## src/rtl/proc_run_controller_if.sv

```systemverilog
// Harness-side bundle for proc_run_controller.
//   master : test harness / processor side. Drives start, abort, halt_req and
//            retire_valid, and observes the controller outputs.
//   slave  : the controller. Consumes the run requests and drives core_rst,
//            core_en, running, done, timeout, cycle_count and instret_count.
interface proc_run_controller_if #(
   parameter int CNT_W = 32
);
   logic             start;
   logic             abort;
   logic             halt_req;
   logic             retire_valid;
   logic             core_rst;
   logic             core_en;
   logic             running;
   logic             done;
   logic             timeout;
   logic [CNT_W-1:0] cycle_count;
   logic [CNT_W-1:0] instret_count;

   modport master (
      output start, abort, halt_req, retire_valid,
      input  core_rst, core_en, running, done, timeout, cycle_count, instret_count
   );

   modport slave (
      input  start, abort, halt_req, retire_valid,
      output core_rst, core_en, running, done, timeout, cycle_count, instret_count
   );
endinterface

```

## src/rtl/proc_run_controller.sv

```systemverilog
// Run/reset sequencer between the test harness and a processor core.
// Holds the core in reset for RST_CYCLES cycles, enables it for a run that
// ends on halt_req, abort or a MAX_CYCLES budget (0 = no budget), counts
// run cycles and retired instructions (saturating), and latches done/timeout.
// Ports:
//   clk  - system clock, rising edge
//   rst  - synchronous reset, active low
//   bus  - proc_run_controller_if.slave (run requests in, core control and
//          status out); every output is registered.
//
// state   | meaning
// --------+-----------------------------------------------------------
// S_IDLE  | core held in reset, waiting for start
// S_RESET | core_rst pulse in progress, rst_cnt counts down to 0
// S_RUN   | core enabled, cycle/instret counters advancing
// S_DONE  | core frozen (no reset, no enable), status held for readout
module proc_run_controller #(
   parameter int CNT_W      = 32,
   parameter int RST_CYCLES = 1,
   parameter int MAX_CYCLES = 19
) (
   input logic                   clk,
   input logic                   rst,
   proc_run_controller_if.slave  bus
);
   typedef enum logic [1:0] {S_IDLE, S_RESET, S_RUN, S_DONE} state_t;

   localparam logic [7:0]       RST_LOAD = 8'(RST_CYCLES - 1);
   localparam logic [CNT_W:0]   MAX_EXT  = (CNT_W+1)'(MAX_CYCLES);
   localparam logic [CNT_W-1:0] CNT_ONES = '1;

   state_t           state, state_nxt;
   logic [7:0]       rst_cnt;
   logic [CNT_W-1:0] cycle_cnt, instret_cnt;
   logic             done_q, timeout_q;
   logic             core_rst_q, core_en_q, running_q;
   logic             core_rst_nxt, core_en_nxt, running_nxt;
   logic [CNT_W:0]   cycle_inc;
   logic             budget_hit;

   // One extra bit so a saturated count still compares correctly against the budget.
   assign cycle_inc  = {1'b0, cycle_cnt} + (CNT_W+1)'(1);
   assign budget_hit = (MAX_CYCLES != 0) && (cycle_inc == MAX_EXT);

   always_ff @(posedge clk) begin
      if (!rst) begin
         state      <= S_IDLE;
         core_rst_q <= 1'b1;
         core_en_q  <= 1'b0;
         running_q  <= 1'b0;
      end else begin
         state      <= state_nxt;
         core_rst_q <= core_rst_nxt;
         core_en_q  <= core_en_nxt;
         running_q  <= running_nxt;
      end
   end

   always_comb begin
      state_nxt = state;
      case (state)
         S_IDLE:  if (bus.start) state_nxt = S_RESET;
         S_RESET: begin
            if (bus.abort)             state_nxt = S_IDLE;
            else if (rst_cnt == 8'd0)  state_nxt = S_RUN;
         end
         S_RUN: begin
            if (bus.abort)                       state_nxt = S_IDLE;
            else if (bus.halt_req || budget_hit) state_nxt = S_DONE;
         end
         S_DONE:  if (bus.start) state_nxt = S_RESET;
         default: state_nxt = S_IDLE;
      endcase
   end

   // Decoded from the next state so the registered outputs line up with the state they describe.
   always_comb begin
      core_rst_nxt = (state_nxt == S_IDLE) || (state_nxt == S_RESET);
      core_en_nxt  = (state_nxt == S_RUN);
      running_nxt  = (state_nxt == S_RUN);
   end

   always_ff @(posedge clk) begin
      if (!rst) begin
         rst_cnt     <= 8'd0;
         cycle_cnt   <= '0;
         instret_cnt <= '0;
         done_q      <= 1'b0;
         timeout_q   <= 1'b0;
      end else begin
         case (state)
            S_IDLE, S_DONE: begin
               if (bus.start) begin
                  rst_cnt     <= RST_LOAD;
                  cycle_cnt   <= '0;
                  instret_cnt <= '0;
                  done_q      <= 1'b0;
                  timeout_q   <= 1'b0;
               end
            end
            S_RESET: begin
               if (rst_cnt != 8'd0) rst_cnt <= rst_cnt - 8'd1;
            end
            S_RUN: begin
               if (cycle_cnt != CNT_ONES) cycle_cnt <= cycle_inc[CNT_W-1:0];
               if (bus.retire_valid && (instret_cnt != CNT_ONES))
                  instret_cnt <= instret_cnt + CNT_W'(1);
               // halt wins over the budget when both land on the same cycle
               if (!bus.abort && (bus.halt_req || budget_hit)) begin
                  done_q    <= 1'b1;
                  timeout_q <= !bus.halt_req;
               end
            end
            default: ;
         endcase
      end
   end

   assign bus.core_rst      = core_rst_q;
   assign bus.core_en       = core_en_q;
   assign bus.running       = running_q;
   assign bus.done          = done_q;
   assign bus.timeout       = timeout_q;
   assign bus.cycle_count   = cycle_cnt;
   assign bus.instret_count = instret_cnt;
endmodule

```

## src/flat_wrapper.sv

```systemverilog
// flat-port wrapper written by rule: the top's interface ports become plain ports
module proc_run_controller_flat 
#(
   parameter int CNT_W      = 32,
   parameter int RST_CYCLES = 1,
   parameter int MAX_CYCLES = 19
)
  (clk, rst, bus_start, bus_abort, bus_halt_req, bus_retire_valid, bus_core_rst, bus_core_en, bus_running, bus_done, bus_timeout, bus_cycle_count, bus_instret_count);
  proc_run_controller_if #(.CNT_W(CNT_W)) bus_i ();
  input logic clk;
  input logic rst;
  input wire logic [$bits(bus_i.start)-1:0] bus_start;
  input wire logic [$bits(bus_i.abort)-1:0] bus_abort;
  input wire logic [$bits(bus_i.halt_req)-1:0] bus_halt_req;
  input wire logic [$bits(bus_i.retire_valid)-1:0] bus_retire_valid;
  output wire logic [$bits(bus_i.core_rst)-1:0] bus_core_rst;
  output wire logic [$bits(bus_i.core_en)-1:0] bus_core_en;
  output wire logic [$bits(bus_i.running)-1:0] bus_running;
  output wire logic [$bits(bus_i.done)-1:0] bus_done;
  output wire logic [$bits(bus_i.timeout)-1:0] bus_timeout;
  output wire logic [$bits(bus_i.cycle_count)-1:0] bus_cycle_count;
  output wire logic [$bits(bus_i.instret_count)-1:0] bus_instret_count;
  assign bus_i.start = bus_start;
  assign bus_i.abort = bus_abort;
  assign bus_i.halt_req = bus_halt_req;
  assign bus_i.retire_valid = bus_retire_valid;
  assign bus_core_rst = bus_i.core_rst;
  assign bus_core_en = bus_i.core_en;
  assign bus_running = bus_i.running;
  assign bus_done = bus_i.done;
  assign bus_timeout = bus_i.timeout;
  assign bus_cycle_count = bus_i.cycle_count;
  assign bus_instret_count = bus_i.instret_count;
  proc_run_controller #(.CNT_W(CNT_W), .RST_CYCLES(RST_CYCLES), .MAX_CYCLES(MAX_CYCLES)) u_core (.clk(clk), .rst(rst), .bus(bus_i));
endmodule
```

## config.mk

```make
export PLATFORM = sky130hd
export DESIGN_NAME = proc_run_controller_flat
export DESIGN_NICKNAME = d
export VERILOG_FILES = /design/src/rtl/proc_run_controller_if.sv /design/src/rtl/proc_run_controller.sv /design/src/flat_wrapper.sv
export SDC_FILE = /design/constraint.sdc
export NUM_CORES = 1
export LEC_CHECK = 0
export BUFFER_PORTS_ARGS = -buffer_cell sky130_fd_sc_hd__buf_2
export CORE_UTILIZATION = 42
export DETAILED_ROUTE_END_ITERATION = 8
export RECOVER_POWER = 50
export SLEW_MARGIN = 25
export SYNTH_ARGS = -nofsm -noshare
export SYNTH_HDL_FRONTEND = slang
export SYNTH_SLANG_ARGS = --single-unit
```

## constraint.sdc

```tcl
create_clock -name clk -period 7.3 [get_ports clk]
set_input_delay 0.365 -clock clk [delete_from_list [all_inputs] [get_ports clk]]
set_output_delay 0.365 -clock clk [all_outputs]
set_load 0.02 [all_outputs]
```

==> flow_metrics.py, run 1 <==
metrics = {
    "power_and_ir_drop": {
        "irDropWorstVdd_v": 0.000137,
        "power.density_mw_per_mm2": 210,
        "leakage_dissipation_nw": 1.81,
        "power_total_mw": 1.14,
    },
    "finish": {
        "synthToLayoutAreaGrowth_pct": 9.99,
        "finalNetCount": 659,
        "num-fill-cells": 1153,
        "total_area_of_multi_input_combinational_cells_sq_mm": 0.00304,
        "drive_above_1_share_pct": 8.77,
        "final_util_pct": 47.5,
        "final-instance-count-excl-fill": 793,
        "n_antenna_cell": 0,
        "final_design_area_no_fill_sq_mm": 0.00543,
        "area.sequential_sq_mm": 0.00156,
    },
    "route": {
        "ant_nets": 0,
        "vias": 4500,
        "vias_per_cell": 5.67,
        "totalWireLength_um": 12300,
        "detail_route.first_pass.iterations": 4,
        "first_iter_violations": 330,
        "drc_errors": 0,
        "post_drt_wl_per_cell_um": 15.5,
    },
    "logic_synthesis": {
        "synth_area_sq_mm": 0.00493,
        "count_of_mapped_cells_out_of_synthesis": 604,
        "synth_fp_nets": 617,
        "ys_seq_area_share_pct": 31.7,
        "yosysWarnings": 0,
        "synth_enable_flop_cells": 0,
        "synth-seq-cells": 78,
        "synthDistinctLibCells": 72,
        "post_synth.cell_area_avg_sq_um": 8.17,
        "synth_async_sr_flop_share_pct": 0,
        "predominant_post_synthesis_flop_cell": "sky130_fd_sc_hd__dfxtp_1",
    },
    "setup_path": {
        "worstReg2RegStart": "u_core.state[0]$_SDFF_PN0_",
        "critical_path_cell_count": 8,
        "critPathLaunchType": "register",
        "cp_data_arrival_time_ns": 3.71,
        "crit_path_max_incr_delay_ns": 1.46,
        "r2r_setup_slk_ns": 3.83,
        "crit_end_category": "register",
        "crit_fanout": 16,
        "buffer_and_inverter_count_on_the_worst_path": 2,
        "crit_required_ns": 7.54,
        "r2r_cells": 8,
        "timing.critical_path.slowest_stage_cell": "sky130_fd_sc_hd__o21ai_0",
        "cpLargestDelayFamily": "compound AO/OA/AOI/OAI gates",
        "timing.rr.end": "u_core.bus.instret_count[27]$_SDFFE_PN0P_",
        "worst-setup-path-type": "reg2reg",
        "cp_cell_sequence": "inv_1, ha_1, nand2b_1, nand2_1, o21ai_0, buf_4, or2_2, mux2i_1",
    },
    "grt": {
        "first_global_vias": 3914,
        "grt_antenna_before_repair": 0,
        "grt_start_max_net_pins": 45,
        "grt_first_pass_wirelength_um": 19300,
        "track_usage_pct": 20.5,
        "global_route.overflow_total": 0,
    },
    "cts": {
        "cts_tree": "done",
        "numCtsBuffers": 9,
        "clkLatencyLatePin_ns": 0.35,
        "clock_tree.root_cell": "sky130_fd_sc_hd__clkbuf_16",
        "clk_pin_slew_worst_paths_ns": 0.06,
        "clock_sinks": 78,
        "count_of_buffers_added_by_post_cts_timing_repair_for_setup": 0,
        "cts-htree-levels": 3,
        "ctsLongestPathBuffers": 2,
        "cts_repair_resize_count": 0,
        "cts_hold_repair.buffers": 0,
    },
    "die": {
        "ios": 75,
        "initial_utilization_pct": 43.2,
        "core_area_sq_mm": 0.0114,
        "die_w_um": 110,
        "floorplan.die.height_um": 110,
        "floorplan.die_area_sq_mm": 0.0122,
        "floorplan.rows": 39,
    },
    "placement": {
        "placed_cell_area_sq_mm": 0.00523,
        "dp.final_hpwl_um": 8530,
        "io_buffer_count": 74,
        "dp_cells": 778,
        "routabilityCongestion": 0.855,
    },
    "sta": {
        "slew_viol_final": 17,
        "period_needed_ns": 3.47,
        "measured_slew_at_the_worst_slew_check_pin_ns": 1.76,
        "setup_viol": 0,
        "final.setup_skew_ns": 0.00901,
        "fmax_mhz": 288,
        "finalCritPeriodShare_pct": 47.6,
        "final_tns_setup_ns": 0,
        "report.final.hold_viol_count": 0,
        "max_slew_margin_pct": -18.7,
        "grt_setup_unrepaired": "false",
    },
    "hold_path": {
        "hold_path_startpoint": "bus_retire_valid",
        "min_delay_path_depth": 3,
        "min_path_type": "in2reg",
        "timing.hold.worst_endpoint": "u_core.bus.instret_count[1]$_SDFFE_PN0P_",
    },
    "job": {
        "maxCapViolCount": 1,
    },
    "run_status": {
        "run_status": "finished, violations left",
        "failing_checks": "max-capacitance violations, max-slew violations",
    },
}
## cell families after synthesis
group                      count (synthesis)  synth area share, %
muxes                                      5                 1.01
and+or+nand+nor                          283                 33.1
DFF                                       78                 31.7
xor gates and xnor gates                  42                 7.46
buffers and inverters                     60                 6.75
AOI/OAI and AO/OA                        129                 18.3
adders and majority gates                  7                 1.78
## cells in the final DEF (no fill, tap or decap), types with 6 or more instances in the layout
master and n:
sky130_fd_sc_hd__inv_1 16, sky130_fd_sc_hd__o21ai_0 39, sky130_fd_sc_hd__xor2_1 18, sky130_fd_sc_hd__clkbuf_1 70, sky130_fd_sc_hd__clkbuf_16 9, sky130_fd_sc_hd__or3_1 11
sky130_fd_sc_hd__a31oi_1 6, sky130_fd_sc_hd__nor2b_1 18, sky130_fd_sc_hd__nand3_1 30, sky130_fd_sc_hd__dfxtp_1 78, sky130_fd_sc_hd__xnor2_1 24, sky130_fd_sc_hd__nand4_1 21
sky130_fd_sc_hd__nor2_1 61, sky130_fd_sc_hd__and3_1 15, sky130_fd_sc_hd__a21boi_0 6, sky130_fd_sc_hd__a21o_1 6, sky130_fd_sc_hd__and2_1 10, sky130_fd_sc_hd__a21oi_1 31
sky130_fd_sc_hd__nor4_1 8, sky130_fd_sc_hd__ha_1 7, sky130_fd_sc_hd__nand2_1 40, sky130_fd_sc_hd__nor3_1 20
## layer usage
layer	track usage (%)	share of wire, %	vias to the layer above	wire length, um
li1	-	-	2271	-
met1	28.6	49	2105	6050
met2	30.5	43	110	5290
met3	3.82	5.7	14	693
met4	9.49	1.8	0	217
met5	0	0	-	0
## layout make-up
| cell class | count | share of cell area (%) |
|---|---|---|
| Clock buffer | 10 | 4.22 |
| Clock inverter | 5 | 1.13 |
| Inverter | 16 | 1.11 |
| Multi-Input combinational cell | 466 | 56.1 |
| Sequential cell | 78 | 28.8 |
| Tap cell | 143 | 3.30 |
| Timing Repair Buffer | 75 | 5.37 |
## sequential cells by signal (all words and copies together) (netlist names)
name	flops
u_core.bus.core_rst	1
u_core.bus.cycle_count	32
u_core.bus.done	1
u_core.bus.instret_count	32
u_core.bus.running	1
u_core.bus.timeout	1
u_core.rst_cnt	8
u_core.state	2
## cell usage after synthesis (6+ instances only)
master | instances | area [sq um]
sky130_fd_sc_hd__a21boi_0 | 6 | 45.0
sky130_fd_sc_hd__a21o_1 | 6 | 45.0
sky130_fd_sc_hd__a21oi_1 | 31 | 155
sky130_fd_sc_hd__a31oi_1 | 6 | 37.5
sky130_fd_sc_hd__and2_1 | 10 | 62.6
sky130_fd_sc_hd__and3_1 | 15 | 93.8
sky130_fd_sc_hd__buf_2 | 11 | 55.1
sky130_fd_sc_hd__buf_4 | 15 | 113
sky130_fd_sc_hd__clkbuf_1 | 13 | 48.8
sky130_fd_sc_hd__dfxtp_1 | 78 | 1560
sky130_fd_sc_hd__ha_1 | 7 | 87.6
sky130_fd_sc_hd__inv_1 | 16 | 60.1
sky130_fd_sc_hd__nand2_1 | 41 | 154
sky130_fd_sc_hd__nand3_1 | 30 | 150
sky130_fd_sc_hd__nand4_1 | 21 | 131
sky130_fd_sc_hd__nor2_1 | 62 | 233
sky130_fd_sc_hd__nor2b_1 | 18 | 113
sky130_fd_sc_hd__nor3_1 | 20 | 100
sky130_fd_sc_hd__nor4_1 | 8 | 50.1
sky130_fd_sc_hd__o21ai_0 | 39 | 195
sky130_fd_sc_hd__or3_1 | 11 | 68.8
sky130_fd_sc_hd__xnor2_1 | 24 | 210
sky130_fd_sc_hd__xor2_1 | 18 | 158
## worst max path at each step
stage	from	end	slack, ns
2_1_floorplan	u_core.bus.cycle_count[0]$_SDFFE_PN0P_	u_core.bus.timeout$_SDFFE_PN0P_	4.61
3_3_place_gp	u_core.bus.cycle_count[0]$_SDFFE_PN0P_	u_core.bus.cycle_count[8]$_SDFFE_PN0P_	3.83
3_5_place_dp	u_core.bus.cycle_count[0]$_SDFFE_PN0P_	u_core.bus.cycle_count[31]$_SDFFE_PN0P_	4.08
4_1_cts	u_core.bus.cycle_count[1]$_SDFFE_PN0P_	u_core.bus.cycle_count[29]$_SDFFE_PN0P_	4.06
5_1_grt	u_core.state[0]$_SDFF_PN0_	u_core.bus.instret_count[27]$_SDFFE_PN0P_	3.53
6_report	u_core.state[0]$_SDFF_PN0_	u_core.bus.instret_count[27]$_SDFFE_PN0P_	3.83
## power breakdown
part	leakage [nW]	total [mW]	switching, mW	internal [mW]
Clock	0.131	0.448	0.185	0.264
Combinational	1.05	0.239	0.161	0.0782
Sequential	0.629	0.454	0.0133	0.441
## worst register-to-register path: cells and delay by family (launching register included)
kind            cells  cell delay [ns]
compound gates      1             1.46
simple gates        3             0.60
buf+inv             2             0.51
flops               1             0.40
fa+ha+maj           1             0.35
mux                 1             0.05
## stage by stage
step / setup slack [ns] / hold WS [ns]
3_5_place_dp: 4.08 / 0.490
2_1_floorplan: 4.61 / 0.485
5_1_grt: 3.53 / 0.450
3_3_place_gp: 3.83 / 0.484
4_1_cts: 4.06 / 0.412
6_report: 3.83 / 0.417
(Power assumes the default switching activity.)
==> run 2: changes to the inputs <==
- clock period: 7.3 -> 3.6 ns (I/O delays scaled with it)
==> run 2 against run 1 <==
Against the previous run: the run now ends clean; total power up 110%; non-clock buffer count increased by 7; largest cell class unchanged; largest power group is now clock; via count rose by 1.2%; final cell count grew 1.0%.
==> flow_metrics.py, run 2 (same netlist as run 1, synthesis figures left out) <==
metrics = {
    "setup_path": {
        "crit_required_ns": 3.88,
        "crit_end_category": "register",
        "cp_data_arrival_time_ns": 3.54,
        "critPathLaunchType": "register",
        "crit_fanout": 16,
        "worst-setup-path-type": "reg2reg",
        "r2r_setup_slk_ns": 0.34,
    },
    "grt": {
        "grt.met1_usage_pct": 28.4,
        "grt_start_max_net_pins": 45,
        "grt_antenna_before_repair": 0,
        "grt_most_used_layer": "met2",
        "global_route.overflow_total": 0,
        "grt_first_pass_wirelength_um": 19800,
        "groute.layer.met3.usage_pct": 5.64,
        "grt_use_met2_pct": 33.2,
        "first_global_vias": 3989,
        "track_usage_pct": 21.1,
    },
    "finish": {
        "total_area_of_multi_input_combinational_cells_sq_mm": 0.00303,
        "finalNetCount": 666,
        "final_common_cell": "sky130_fd_sc_hd__dfxtp_1",
        "n_antenna_cell": 0,
        "synthToLayoutAreaGrowth_pct": 11.0,
        "drive_above_1_share_pct": 9.73,
        "area.sequential_sq_mm": 0.00156,
        "num-fill-cells": 1177,
        "layout.cells.most_common_list": "78 x sky130_fd_sc_hd__dfxtp_1, 69 x sky130_fd_sc_hd__clkbuf_1, 62 x sky130_fd_sc_hd__nor2_1",
    },
    "cts": {
        "cts_hold_repair.buffers": 0,
        "ctsLongestPathBuffers": 2,
        "clock_tree.root_cell": "sky130_fd_sc_hd__clkbuf_16",
        "cts_repair_resize_count": 0,
        "clk_pin_slew_worst_paths_ns": 0.06,
        "count_of_buffers_added_by_post_cts_timing_repair_for_setup": 0,
        "numCtsBuffers": 9,
        "clkLatencyLatePin_ns": 0.34,
        "clock_sinks": 78,
        "cts-htree-levels": 3,
        "cts_tree": "done",
    },
    "sta": {
        "max_slew_margin_pct": 27.0,
        "grt_setup_unrepaired": "false",
        "finalCritPeriodShare_pct": 90.6,
        "final_tns_setup_ns": 0,
        "report.final.hold_viol_count": 0,
        "slew_viol_final": 0,
        "measured_slew_at_the_worst_slew_check_pin_ns": 1.10,
        "period_needed_ns": 3.26,
        "final.setup_skew_ns": 0.00886,
        "setup_viol": 0,
        "fmax_mhz": 307,
    },
    "power_and_ir_drop": {
        "leakage_dissipation_nw": 1.84,
        "power.density_mw_per_mm2": 434,
        "power_total_mw": 2.38,
        "irDropWorstVdd_v": 0.000284,
    },
    "die": {
        "floorplan.die.height_um": 110,
        "ios": 75,
        "core_area_sq_mm": 0.0114,
        "die_w_um": 110,
        "floorplan.die_area_sq_mm": 0.0122,
        "initial_utilization_pct": 43.2,
        "floorplan.rows": 39,
    },
    "route": {
        "totalWireLength_um": 12500,
        "post_drt_wl_per_cell_um": 15.6,
        "vias": 4556,
        "first_iter_violations": 323,
        "vias_per_cell": 5.69,
        "drc_errors": 0,
        "detail_route.first_pass.iterations": 5,
        "ant_nets": 0,
    },
    "run_status": {
        "run_status": "finished, final reports clean",
    },
    "placement": {
        "routabilityCongestion": 0.828,
        "dp.final_hpwl_um": 8780,
        "io_buffer_count": 74,
    },
    "hold_path": {
        "min_path_type": "in2reg",
    },
    "job": {
        "maxCapViolCount": 0,
    },
}
[run 2: layer usage]
| metal | routed length [um] | vias up |
|---|---|---|
| met5 | 0 | - |
| met3 | 617 | 7 |
| met1 | 6080 | 2165 |
| li1 | - | 2279 |
| met4 | 104 | 0 |
| met2 | 5720 | 105 |
[run 2: path summary, 6_finish.rpt]
check | start | end | cells past startpoint
worst max-delay path | u_core.bus.cycle_count[0]$_SDFFE_PN0P_ | u_core.bus.cycle_count[2]$_SDFFE_PN0P_ | 9
worst min register to register | u_core.bus.done$_SDFFE_PN0P_ | u_core.bus.done$_SDFFE_PN0P_ | 2
worst max register to register | u_core.bus.cycle_count[0]$_SDFFE_PN0P_ | u_core.bus.cycle_count[2]$_SDFFE_PN0P_ | 9
worst min-delay path | bus_halt_req | u_core.state[1]$_SDFF_PN0_ | 5
[run 2: worst max-delay path, cell delays in order (launching register included)]
cell and delay (ns):
sky130_fd_sc_hd__dfxtp_1 0.48, sky130_fd_sc_hd__ha_1 0.39, sky130_fd_sc_hd__and4_1 0.43, sky130_fd_sc_hd__nand3_2 0.20
sky130_fd_sc_hd__nor3_4 0.38, sky130_fd_sc_hd__a31oi_2 0.19, sky130_fd_sc_hd__or2_0 0.65, sky130_fd_sc_hd__o21ai_0 0.24
sky130_fd_sc_hd__a21oi_1 0.09, sky130_fd_sc_hd__nor2b_1 0.12
[run 2: metrics by stage]
step | utilization [%] | worst slack [ns] | cell area (sq um) | cells | hold WS, ns
2_1_floorplan | - | 0.910 | 4930 | 604 | 0.390
5_1_grt | 48.0 | 0.0889 | 5480 | 801 | 0.265
6_report | 48.0 | 0.338 | 5480 | 801 | 0.247
3_5_place_dp | 46.2 | 0.408 | 5270 | 785 | 0.460
3_3_place_gp | 46.2 | 0.540 | 5270 | 785 | 0.477
4_1_cts | 48.9 | 0.384 | 5580 | 801 | 0.230
[run 2: area by class of cell]
type	count	share of cell area, %
Multi-Input combinational cell	466	55.3
Sequential cell	78	28.5
Timing Repair Buffer	82	6.24
Clock buffer	10	4.36
Tap cell	143	3.27
Clock inverter	6	1.23
Inverter	16	1.10
[run 2: power breakdown]
part	internal (mW)	switching, mW
combinational	0.180	0.332
clock	0.560	0.386
sequential	0.894	0.0271
==> run 3: changes to the inputs <==
- BUFFER_PORTS_ARGS: -buffer_cell sky130_fd_sc_hd__buf_2 -> -buffer_cell sky130_fd_sc_hd__clkbuf_2
- SKIP_LAST_GASP: default -> 1
==> run 3 against run 2 <==
Against the previous run: final area shrank 0.14%; non-clock buffer count grew 1; die area is the same; sequential share of layout area is essentially flat; clock skew shrank 0.00088 ns; largest power group is now registers; highest routed layer unchanged.
==> flow_metrics.py, run 3 (same netlist as run 1, synthesis figures left out) <==
metrics = {
    "route": {
        "amount_of_wire_on_met3_after_detailed_routing_um": 668,
        "vias": 4602,
        "first_iter_violations": 331,
        "totalWireLength_um": 12500,
        "detail_route.first_pass.iterations": 5,
        "ant_nets": 0,
        "post_drt_wl_per_cell_um": 15.6,
        "dr.max_layer_used": "met4",
        "drc_errors": 0,
        "met2_length_um": 5650,
        "met1Wirelength_um": 5980,
        "vias_per_cell": 5.74,
    },
    "setup_path": {
        "critPathLaunchType": "register",
        "crit_path_max_incr_delay_ns": 0.49,
        "crit_end_category": "register",
        "crit_required_ns": 3.84,
        "buffer_and_inverter_count_on_the_worst_path": 0,
        "cpLargestDelayFamily": "simple AND/OR/NAND/NOR gates",
        "timing.critical_path.slowest_stage_cell": "sky130_fd_sc_hd__and2_1",
        "cp_data_arrival_time_ns": 3.46,
        "worst-setup-path-type": "reg2reg",
        "cp_cell_sequence": "ha_1, and4_1, nand3_2, nor3_4, a31oi_2, and2_1, and3_1, o221a_2",
        "crit_fanout": 18,
    },
    "sta": {
        "fmax_mhz": 311,
        "period_needed_ns": 3.22,
        "final_tns_setup_ns": 0,
        "finalCritPeriodShare_pct": 89.4,
        "slew_viol_final": 0,
        "grt_setup_unrepaired": "false",
        "measured_slew_at_the_worst_slew_check_pin_ns": 1.02,
        "final.setup_skew_ns": 0.00799,
        "setup_viol": 0,
        "max_slew_margin_pct": 32.2,
        "fin_ws_ns": 0.382,
        "report.final.hold_viol_count": 0,
    },
    "finish": {
        "drive_above_1_share_pct": 9.86,
        "synthToLayoutAreaGrowth_pct": 10.9,
        "n_antenna_cell": 0,
        "layout.cells.most_common_list": "78 x sky130_fd_sc_hd__dfxtp_1, 69 x sky130_fd_sc_hd__clkbuf_1, 62 x sky130_fd_sc_hd__nor2_1",
        "finalNetCount": 667,
        "final_common_cell": "sky130_fd_sc_hd__dfxtp_1",
        "num-fill-cells": 1156,
        "area.sequential_sq_mm": 0.00156,
        "total_area_of_multi_input_combinational_cells_sq_mm": 0.00302,
    },
    "cts": {
        "cts_tree": "done",
        "numCtsBuffers": 9,
        "cts_hold_repair.buffers": 0,
        "clkLatencyLatePin_ns": 0.34,
        "count_of_buffers_added_by_post_cts_timing_repair_for_setup": 0,
        "clk_pin_slew_worst_paths_ns": 0.07,
        "ctsLongestPathBuffers": 2,
        "cts_repair_resize_count": 0,
        "clock_sinks": 78,
        "clock_tree.root_cell": "sky130_fd_sc_hd__clkbuf_16",
        "cts-htree-levels": 3,
    },
    "die": {
        "floorplan.die_area_sq_mm": 0.0122,
        "floorplan.rows": 39,
        "floorplan.die.height_um": 110,
        "die_w_um": 110,
        "ios": 75,
        "core_area_sq_mm": 0.0114,
        "initial_utilization_pct": 43.2,
    },
    "grt": {
        "track_usage_pct": 21.5,
        "grt_first_pass_wirelength_um": 20300,
        "global_route.overflow_total": 0,
        "grt_antenna_before_repair": 0,
        "grt_start_max_net_pins": 45,
        "first_global_vias": 4116,
    },
    "job": {
        "maxCapViolCount": 0,
    },
    "placement": {
        "routabilityCongestion": 0.842,
        "io_buffer_count": 74,
        "dp.final_hpwl_um": 8750,
        "detailedPlace.worstSlack_ns": 0.417,
    },
    "power_and_ir_drop": {
        "irDropWorstVdd_v": 0.000331,
        "leakage_dissipation_nw": 1.85,
        "power.density_mw_per_mm2": 425,
    },
    "run_status": {
        "run_status": "finished, final reports clean",
    },
    "hold_path": {
        "min_path_type": "in2reg",
    },
}
==> run 3: cell count changes in the layout (fill, tap and decap cells not counted), sizes merged <==
cell	before	now
buf	13	8
bufinv	1	0
clkbuf	79	86
clkinv	1	3
clkinvlp	2	1
inv	18	17
==> run 3: path summary, 6_finish.rpt <==
kind / endpoint / from / depth (start not counted) / slack [ns]
worst max-delay path: u_core.bus.cycle_count[29]$_SDFFE_PN0P_ / u_core.bus.cycle_count[0]$_SDFFE_PN0P_ / 8 / 0.38
worst min-delay path: u_core.bus.done$_SDFFE_PN0P_ / bus_halt_req / 5 / 0.25
worst max register to register: u_core.bus.cycle_count[29]$_SDFFE_PN0P_ / u_core.bus.cycle_count[0]$_SDFFE_PN0P_ / 8 / 0.38
worst min register to register: u_core.bus.instret_count[12]$_SDFFE_PN0P_ / u_core.bus.instret_count[12]$_SDFFE_PN0P_ / 2 / 0.51
==> run 3: where the power goes <==
part           switching, mW  total, mW  internal [mW]
combinational          0.328      0.506          0.179
clock                  0.385      0.896          0.511
sequential            0.0270      0.921          0.894
total                  0.740       2.32           1.58
==> run 3: per-stage QoR <==
step / cell area [sq um] / power, mW / util, % / std cells / hold WS (ns)
after floorplan: 4930 / 1.38 / - / 604 / 0.390
after global placement: 5280 / 1.44 / 46.2 / 786 / 0.483
after detailed placement: 5280 / 1.45 / 46.2 / 786 / 0.483
after CTS: 5580 / 2.36 / 48.8 / 802 / 0.233
after global routing: 5470 / 2.46 / 47.9 / 802 / 0.259
final: 5470 / 2.32 / 47.9 / 802 / 0.255
==> run 3: cell type report <==
cell class / count / area share, %
Multi-Input combinational cell: 466 / 55.3
Clock inverter: 5 / 0.778
Sequential cell: 78 / 28.6
Timing Repair Buffer: 83 / 6.38
Clock buffer: 11 / 4.62
Inverter: 16 / 1.10
Tap cell: 143 / 3.27
==> run 3: layer usage <==
layer	vias up	track usage [%]
li1	2278	-
met1	2189	29.5
met2	124	33.1
met3	11	4.00
met4	0	9.02
met5	-	0
==> run 3: tightest hold or removal path: cells and delay by family <==
| family | cells | cell delay [ns] |
|---|---|---|
| compound gates | 2 | 0.15 |
| buf+inv | 2 | 0.17 |
| simple gates | 1 | 0.07 |
